==> config.mk <==
export PLATFORM = sky130hd
export DESIGN_NAME = fetch_controller
export DESIGN_NICKNAME = d
export VERILOG_FILES = /design/src/rtl/fetch_controller_pkg.sv /design/src/rtl/fetch_buffer.sv /design/src/rtl/fetch_controller.sv
export SDC_FILE = /design/constraint.sdc
export NUM_CORES = 1
export LEC_CHECK = 0
export ABC_AREA = 1
export ABC_CLOCK_PERIOD_IN_PS = 5310
export CELL_PAD_IN_SITES_DETAIL_PLACEMENT = 1
export CELL_PAD_IN_SITES_GLOBAL_PLACEMENT = 1
export CORE_MARGIN = 2
export CORE_UTILIZATION = 31
export CTS_BUF_LIST = sky130_fd_sc_hd__clkbuf_4 sky130_fd_sc_hd__clkbuf_8
export DETAILED_ROUTE_END_ITERATION = 12
export PLACE_DENSITY = 0.86
export SYNTH_ARGS = -nofsm -noshare
export SYNTH_HDL_FRONTEND = slang
export SYNTH_SLANG_ARGS = --single-unit
==> constraint.sdc <==
create_clock -name CLK -period 5.31 [get_ports CLK]
set_clock_uncertainty 0.1 [all_clocks]
set_input_delay 1.062 -clock CLK [delete_from_list [all_inputs] [get_ports CLK]]
set_output_delay 1.062 -clock CLK [all_outputs]
set_load 0.03 [all_outputs]
==> src/rtl/fetch_controller_pkg.sv <==
// Shared CPU types for the instruction-fetch path.
// Contents: fetch sequencer state encoding and the opcode that stops fetch.
// No ports; imported by fetch_controller and its bench.
package fetch_controller_pkg;

  // Opcode field (bits 31:26) that parks the fetch sequencer.
  localparam logic [5:0] HALT_OP = 6'b111111;

  typedef enum logic [1:0] {
    IDLE   = 2'd0,
    FETCH  = 2'd1,
    DRAIN  = 2'd2,
    HALTED = 2'd3
  } fetch_state_t;

endpackage

==> src/rtl/fetch_buffer.sv <==
// One-entry instruction buffer between fetch and decode.
// Ports: clk_i/rst_ni (sync active-low), capture_i/consume_i/flush_i controls,
//        instr_i/pc_i capture data, instr_o/pc_o/valid_o registered outputs.
module fetch_buffer #(
  parameter int WORD_W = 32
) (
  input  logic              clk_i,
  input  logic              rst_ni,
  input  logic              capture_i,
  input  logic              consume_i,
  input  logic              flush_i,
  input  logic [WORD_W-1:0] instr_i,
  input  logic [WORD_W-1:0] pc_i,
  output logic [WORD_W-1:0] instr_o,
  output logic [WORD_W-1:0] pc_o,
  output logic              valid_o
);

  logic [WORD_W-1:0] instr_q;
  logic [WORD_W-1:0] pc_q;
  logic              valid_q;
  logic              valid_d;

  // Flush beats capture (wrong-path data must never become visible);
  // capture beats consume because a capture only happens into a free slot.
  always_comb begin
    valid_d = valid_q;
    if (flush_i) begin
      valid_d = 1'b0;
    end else if (capture_i) begin
      valid_d = 1'b1;
    end else if (consume_i) begin
      valid_d = 1'b0;
    end
  end

  always_ff @(posedge clk_i) begin
    if (!rst_ni) begin
      instr_q <= '0;
      pc_q    <= '0;
      valid_q <= 1'b0;
    end else begin
      if (capture_i && !flush_i) begin
        instr_q <= instr_i;
        pc_q    <= pc_i;
      end
      valid_q <= valid_d;
    end
  end

  assign instr_o = instr_q;
  assign pc_o    = pc_q;
  assign valid_o = valid_q;

endmodule

==> src/rtl/fetch_controller.sv <==
// Instruction-fetch sequencer: requests the word at PC, steers next_PC/stall
// so the program counter advances once per accepted instruction or redirect,
// and feeds decode through a one-entry buffer.
// Ports: CLK/nRST (sync active-low); PC/PC4 in, next_PC/stall out; icache
//        imemREN/imemaddr out, ihit/imemload in; redirect/redirect_target in;
//        decode_ready in; instr_out/instr_pc/instr_valid/halted out (registered).
module fetch_controller #(
  parameter int         WORD_W  = 32,
  parameter logic [5:0] HALT_OP = fetch_controller_pkg::HALT_OP
) (
  input  logic              CLK,
  input  logic              nRST,
  input  logic [WORD_W-1:0] PC,
  input  logic [WORD_W-1:0] PC4,
  output logic [WORD_W-1:0] next_PC,
  output logic              stall,
  output logic              imemREN,
  output logic [WORD_W-1:0] imemaddr,
  input  logic              ihit,
  input  logic [WORD_W-1:0] imemload,
  input  logic              redirect,
  input  logic [WORD_W-1:0] redirect_target,
  input  logic              decode_ready,
  output logic [WORD_W-1:0] instr_out,
  output logic [WORD_W-1:0] instr_pc,
  output logic              instr_valid,
  output logic              halted
);

  import fetch_controller_pkg::*;

  fetch_state_t      state_q, state_d;
  logic [WORD_W-1:0] pend_target_q, pend_target_d;
  logic              halted_q;

  logic buf_free;
  logic buf_capture;
  logic buf_flush;
  logic is_halt;

  assign buf_free = !instr_valid || decode_ready;
  assign is_halt  = (imemload[WORD_W-1 -: 6] == HALT_OP);

  // The cache address never moves while a request is outstanding because the
  // program counter is held (stall=1) until the hit that completes it.
  assign imemaddr = PC;

  always_comb begin
    state_d       = state_q;
    pend_target_d = pend_target_q;
    next_PC       = PC;
    stall         = 1'b1;
    imemREN       = 1'b0;
    buf_capture   = 1'b0;
    buf_flush     = 1'b0;

    unique case (state_q)
      IDLE: begin
        state_d = FETCH;
      end

      FETCH: begin
        imemREN = buf_free;
        if (redirect) begin
          // Anything in the buffer is on the wrong path.
          buf_flush = 1'b1;
          if (ihit) begin
            next_PC = redirect_target;
            stall   = 1'b0;
          end else begin
            // A miss may be in flight at PC; finish it before moving PC.
            pend_target_d = redirect_target;
            state_d       = DRAIN;
          end
        end else if (ihit && buf_free) begin
          buf_capture = 1'b1;
          next_PC     = PC4;
          stall       = 1'b0;
          if (is_halt) begin
            state_d = HALTED;
          end
        end
      end

      DRAIN: begin
        imemREN = 1'b1;
        if (redirect) begin
          buf_flush     = 1'b1;
          pend_target_d = redirect_target;
        end
        if (ihit) begin
          // Returned data belongs to the abandoned path and is dropped.
          next_PC = redirect ? redirect_target : pend_target_q;
          stall   = 1'b0;
          state_d = FETCH;
        end
      end

      HALTED: begin
        if (redirect) begin
          buf_flush = 1'b1;
          next_PC   = redirect_target;
          stall     = 1'b0;
          state_d   = FETCH;
        end
      end

      default: begin
        state_d = IDLE;
      end
    endcase
  end

  always_ff @(posedge CLK) begin
    if (!nRST) begin
      state_q       <= IDLE;
      pend_target_q <= '0;
      halted_q      <= 1'b0;
    end else begin
      state_q       <= state_d;
      pend_target_q <= pend_target_d;
      halted_q      <= (state_d == HALTED);
    end
  end

  assign halted = halted_q;

  fetch_buffer #(
    .WORD_W (WORD_W)
  ) u_fetch_buffer (
    .clk_i     (CLK),
    .rst_ni    (nRST),
    .capture_i (buf_capture),
    .consume_i (decode_ready),
    .flush_i   (buf_flush),
    .instr_i   (imemload),
    .pc_i      (PC),
    .instr_o   (instr_out),
    .pc_o      (instr_pc),
    .valid_o   (instr_valid)
  );

endmodule

# Word level (Yosys, flattened, before mapping)
# Index checks and enable logic that the tools add are counted.
# classes
n_eq_ne	7
mux	30
n_bitwise	1
reduce_logical	11
# op_table
op	count
two-way mux 32 bit	8
one-hot mux 32 bit (3 select lines)	1
one-hot mux 32 bit (2 select lines)	1
two-way mux 2 bit	6
two-way mux 1 bit	11
one-hot mux 2 bit (4 select lines)	1
== test 2 bit (second input constant)	3
== test 6 bit (second input constant)	1
!= test 2 bit (second input constant)	2
nonzero test 2 bit	2
one-hot mux 1 bit (3 select lines)	1
AND reduction 3 bit	1
OR reduction 3 bit	1
== test 2 x 1 -> 1 bit (second input constant)	1
logical AND 1 bit	2
zero test 1 bit	2
zero test 2 bit	1
one-hot mux 1 bit (2 select lines)	1
OR reduction 2 bit	1
logical OR 1 bit	1
NOT 1 bit	1
# word_totals
ff_bits	100
input_bits	133
output_inout_bits	132
word_cells	55

# Longest topological paths before layout
# depth
ltp_word	7
mapped_depth	11
depth_no_buf	8

# By module
# A second synthesis with hierarchy kept.
# unflattened
cells_unflattened	1331
area_unflattened_um2	7359.6
# by_module_without_submodules
module	n_inst	cells_each	area_each_um2	seq_area_each_um2
fetch_controller	1	912	4534.3	700.7
fetch_buffer	1	419	2825.2	1301.2

# Least setup slack after synthesis
# Ideal clock, no wire load.
# synth_path
path_kind	input to output
startpoint	input port redirect
endpoint	output port next_PC[0]
t_arrival_ns	2.183
slack_ns	1.965
path_stages	8
path_buffers	3
path_cell_list	buf_2 -> inv_2 -> buf_2 -> clkbuf_1 -> nand3_1 -> nand3_1 -> nand2_1 -> nand2_1
# synth_via
elab_chain_len	3
word_cells_on_any_way	5
classes_between	5 x mux
# synth_rtl
element	line	rtl
start: declaration	fetch_controller.sv:21	input logic redirect,
two-way mux 32 bit	n/a	
two-way mux 32 bit	fetch_controller.sv:91	if (ihit) begin
one-hot mux 32 bit (3 select lines) *	fetch_controller.sv:57	unique case (state_q)
end: declaration	fetch_controller.sv:15	output logic [WORD_W-1:0] next_PC,
# Mark *: on every way between the ends. The rest lies on a longest branch, timed or not.

# Worst setup path in the final report
# layout_path
startpoint	register state_q[0]
endpoint	output port imemREN
# layout_via
elab_chain_len	2
word_cells_on_any_way	3
classes_between	2 x eq/ne; 1 x mux
# layout_rtl
element	line	rtl
start: declaration	fetch_controller.sv:32	fetch_state_t state_q, state_d;
start signal: assignment	fetch_controller.sv:120	state_q <= state_d;
== test 2 bit / == test 2 x 1 -> 1 bit (equally long branches)	fetch_controller.sv:57	
one-hot mux 1 bit (2 select lines) *	fetch_controller.sv:57	
end: declaration	fetch_controller.sv:17	output logic imemREN,
# Marks and branches as above.

==> results.md <==
- Result of the run: finished clean
- DIE AREA: 0.0215 mm2
- Combined global-route utilization of all metal layers: 0.245
- Worst R2R Setup Slack: 1.96 ns
- Arrival time at the worst endpoint: 3.44 ns
- Worst-skew pair later-pin latency: approximately 0.4 ns
- Most frequently used flop master after synthesis: sky130_fd_sc_hd__dfxtp_1
- Crit path launch type: flip-flop
- CTS sink count: 100
- Starting utilization of the core area: 0.313
- Top cell type's share of synthesized area: 0.318
- Antenna violations before repair: 1
- X dimension of the die: about 150 um
- Vias: 7735
- Iteration-0 DRC count of the detailed router: around 370
- Detailed-router iteration count before antenna repair: 5
- Final weighted congestion in routability-driven placement: 0.767
- Average wire per cell in the routed design: 17.5 um
- Site Rows: 52
- Worst rel slew slack: 0.227
- Asr flop ratio synth: 0
- Final std cell area, no fill: 0.00895 mm2
- Busiest layer in global routing: met2
- Critical path type: flip-flop to output pin
- Final Hold Vio Count: 0
- Worst path required time: 4.15 ns
- H-tree Lvls: 3
- Placeable Area: 0.0201 mm2
- Number of slew-limit violations in the final report: 0
- VDD IR max: about 0.00012 V
- Largest area contributor in the synthesized netlist: sky130_fd_sc_hd__dfxtp_1
- Bufs on Longest Clock Path: 2
- Areal power density over the cells: 232 mW/mm2
- Library cell with the highest instance count after synthesis: sky130_fd_sc_hd__nand2_1
- Number of hold-repair buffers added at the cts stage: 0
- Number of different library cells in the post-synthesis netlist: 18
- CTS tree: done
- Seq cells post-synth: 100
- Max-Cap Viols: 0
- Final routed DRC violation total: 0
- GR met1 Demand/Resource: 0.310
- End-of-flow core utilization: 0.445
- Remaining global-route overflow: 0
- Count of antenna-violating nets left after detailed routing: 0
- Net count after synthesis: 1213
- Number of warnings printed during yosys synthesis: 0
- Share of cells above drive strength 1: 0.0596
- Area overhead of the layout relative to synthesis: 42.2%
- Cts bufs inserted: 9
- Setup repair after global routing missed its margin: no
- Number of synthesized flops with an enable pin: 0
- Vias per cell: 5.06
- Number of global-route vias before repair: 8009
- Classification of the worst-slack hold path: flip-flop to flip-flop
- Synthesized cell area: between 0.006 and 0.007 mm2
- Share of the clock period used by the worst path: 0.867
- Placed cell area: around 0.009 mm2
- Final setup violating endpoints: 0
- Final Net Count: 1392
- Worst Setup End Kind: output pin
- Wire length after detailed routing: between 20000 and 30000 um
- Leading post-synthesis cells by cell area: sky130_fd_sc_hd__dfxtp_1 32%, sky130_fd_sc_hd__nand2_1 21%, sky130_fd_sc_hd__o21ai_0 12%, sky130_fd_sc_hd__nor2_1 9.3%, sky130_fd_sc_hd__nand3_1 7.6%
- Leakage: between 4 and 5 nW
- CP Max Fanout: 35
- Proportion of synthesized chip area in sequential cells: 0.318
- Wire length of the first global-routing pass: 42600 um
- Worst-Margin Slew: 1.16 ns
- Average instance area after synthesis: 5.85 um2
- Sum of negative setup slack: 0 ns
- Detailed placer's ending HPWL: between 15000 and 20000 um
- Number of gates resized after cts: 0
- Maximum number of pins on one net before global-route repair: 67
- Max Freq: 217 MHz
- GR Util met2: 0.419
- Period minus WS final: 4.60 ns
- I/O pin total: 265
- Library cell used as clock root buffer: sky130_fd_sc_hd__clkbuf_8
- Die outline height: roughly 150 um
- Port buffer count: about 260
- Met3 global-route usage: 0.0541
- Most frequent cells after synthesis: 346 x sky130_fd_sc_hd__nand2_1, 156 x sky130_fd_sc_hd__nor2_1, 155 x sky130_fd_sc_hd__o21ai_0
- Buffer count from post-CTS setup fixing: 0
- Clk pin slew, worst setup/hold paths: ~0.12 ns
- Synthesized instance count: 1075
- # diodes: 0
-- logic make-up after synthesis --
| family | Yosys count | synth area share |
|---|---|---|
| simple gates | 600 | 0.378 |
| compound gates | 218 | 0.176 |
| buf+inv | 152 | 0.118 |
| flops | 100 | 0.318 |
| fa+ha+maj | 5 | 0.00994 |
-- metrics by stage --
stage	hold slack, ns	instances	worst slack [ns]	total power, W
5_1_grt	0.386	1529	0.455	0.00219
2_1_floorplan	0.376	1075	1.96	0.00124
4_1_cts	0.374	1529	0.673	0.00210
3_5_place_dp	0.356	1513	0.862	0.00156
6_report	0.371	1529	0.708	0.00208
3_3_place_gp	0.348	1513	0.916	0.00154
-- layout by cell type, fill, tap and decap left out --
cell / n
sky130_fd_sc_hd__o31ai_1: 5
sky130_fd_sc_hd__nand2_1: 343
sky130_fd_sc_hd__buf_12: 1
sky130_fd_sc_hd__nor2_1: 154
sky130_fd_sc_hd__clkbuf_8: 9
sky130_fd_sc_hd__o21ai_0: 155
sky130_fd_sc_hd__inv_8: 2
sky130_fd_sc_hd__inv_1: 41
sky130_fd_sc_hd__nand3_2: 2
sky130_fd_sc_hd__dfxtp_1: 100
sky130_fd_sc_hd__clkdlybuf4s50_1: 230
sky130_fd_sc_hd__ha_2: 2
sky130_fd_sc_hd__a31oi_1: 1
sky130_fd_sc_hd__inv_2: 4
sky130_fd_sc_hd__inv_6: 1
sky130_fd_sc_hd__ha_1: 3
sky130_fd_sc_hd__nand3_1: 95
sky130_fd_sc_hd__a21oi_1: 57
sky130_fd_sc_hd__clkinv_8: 2
sky130_fd_sc_hd__nor2_4: 3
sky130_fd_sc_hd__buf_2: 2
sky130_fd_sc_hd__buf_4: 42
sky130_fd_sc_hd__nand2_2: 3
sky130_fd_sc_hd__clkinv_4: 2
-- critical path, cell delays in order, from the launching register on --
cell                              delay, ns
sky130_fd_sc_hd__dfxtp_1               0.38
sky130_fd_sc_hd__inv_1                 0.10
sky130_fd_sc_hd__ha_2                  0.75
sky130_fd_sc_hd__inv_2                 0.54
sky130_fd_sc_hd__nand2_1               0.25
sky130_fd_sc_hd__nand2_1               0.10
sky130_fd_sc_hd__a31oi_1               0.18
sky130_fd_sc_hd__clkdlybuf4s50_1       0.73
-- area by class of cell --
type / count / area, um2
Fill cell: 2701 / 11200
Multi-Input combinational cell: 823 / 3590
Timing Repair Buffer: 275 / 2650
Sequential cell: 100 / 2000
Tap cell: 270 / 338
Inverter: 45 / 169
Clock buffer: 9 / 124
Clock inverter: 7 / 81.3
-- path summary, 6_finish.rpt --
| check | from | to | depth (start not counted) |
|---|---|---|---|
| worst max-delay path | state_q[0] | imemREN | 7 |
| worst min-delay path | u_fetch_buffer.instr_o[31] | u_fetch_buffer.instr_o[31] | 2 |
| worst max register to register | state_q[0] | pend_target_q[13] | 8 |
| worst min register to register | u_fetch_buffer.instr_o[31] | u_fetch_buffer.instr_o[31] | 2 |
-- registers in the layout, indices dropped and copies added (netlist names) --
| signal | count |
|---|---|
| u_fetch_buffer.valid_o | 1 |
| state_q | 2 |
| u_fetch_buffer.pc_o | 32 |
| halted | 1 |
| u_fetch_buffer.instr_o | 32 |
| pend_target_q | 32 |
-- power by group --
group / internal, W / switching [W]
Combinational: 0.000281 / 0.000438
Clock: 0.000189 / 0.000346
Sequential: 0.000801 / 0.0000247
-- routing by layer --
layer  part of all wire  vias up
li1                   -     3782
met1               0.45     3684
met5                  0        -
met4              0.017        0
met3              0.065       29
met2               0.47      240
Power figures use the tool's default switching activity.
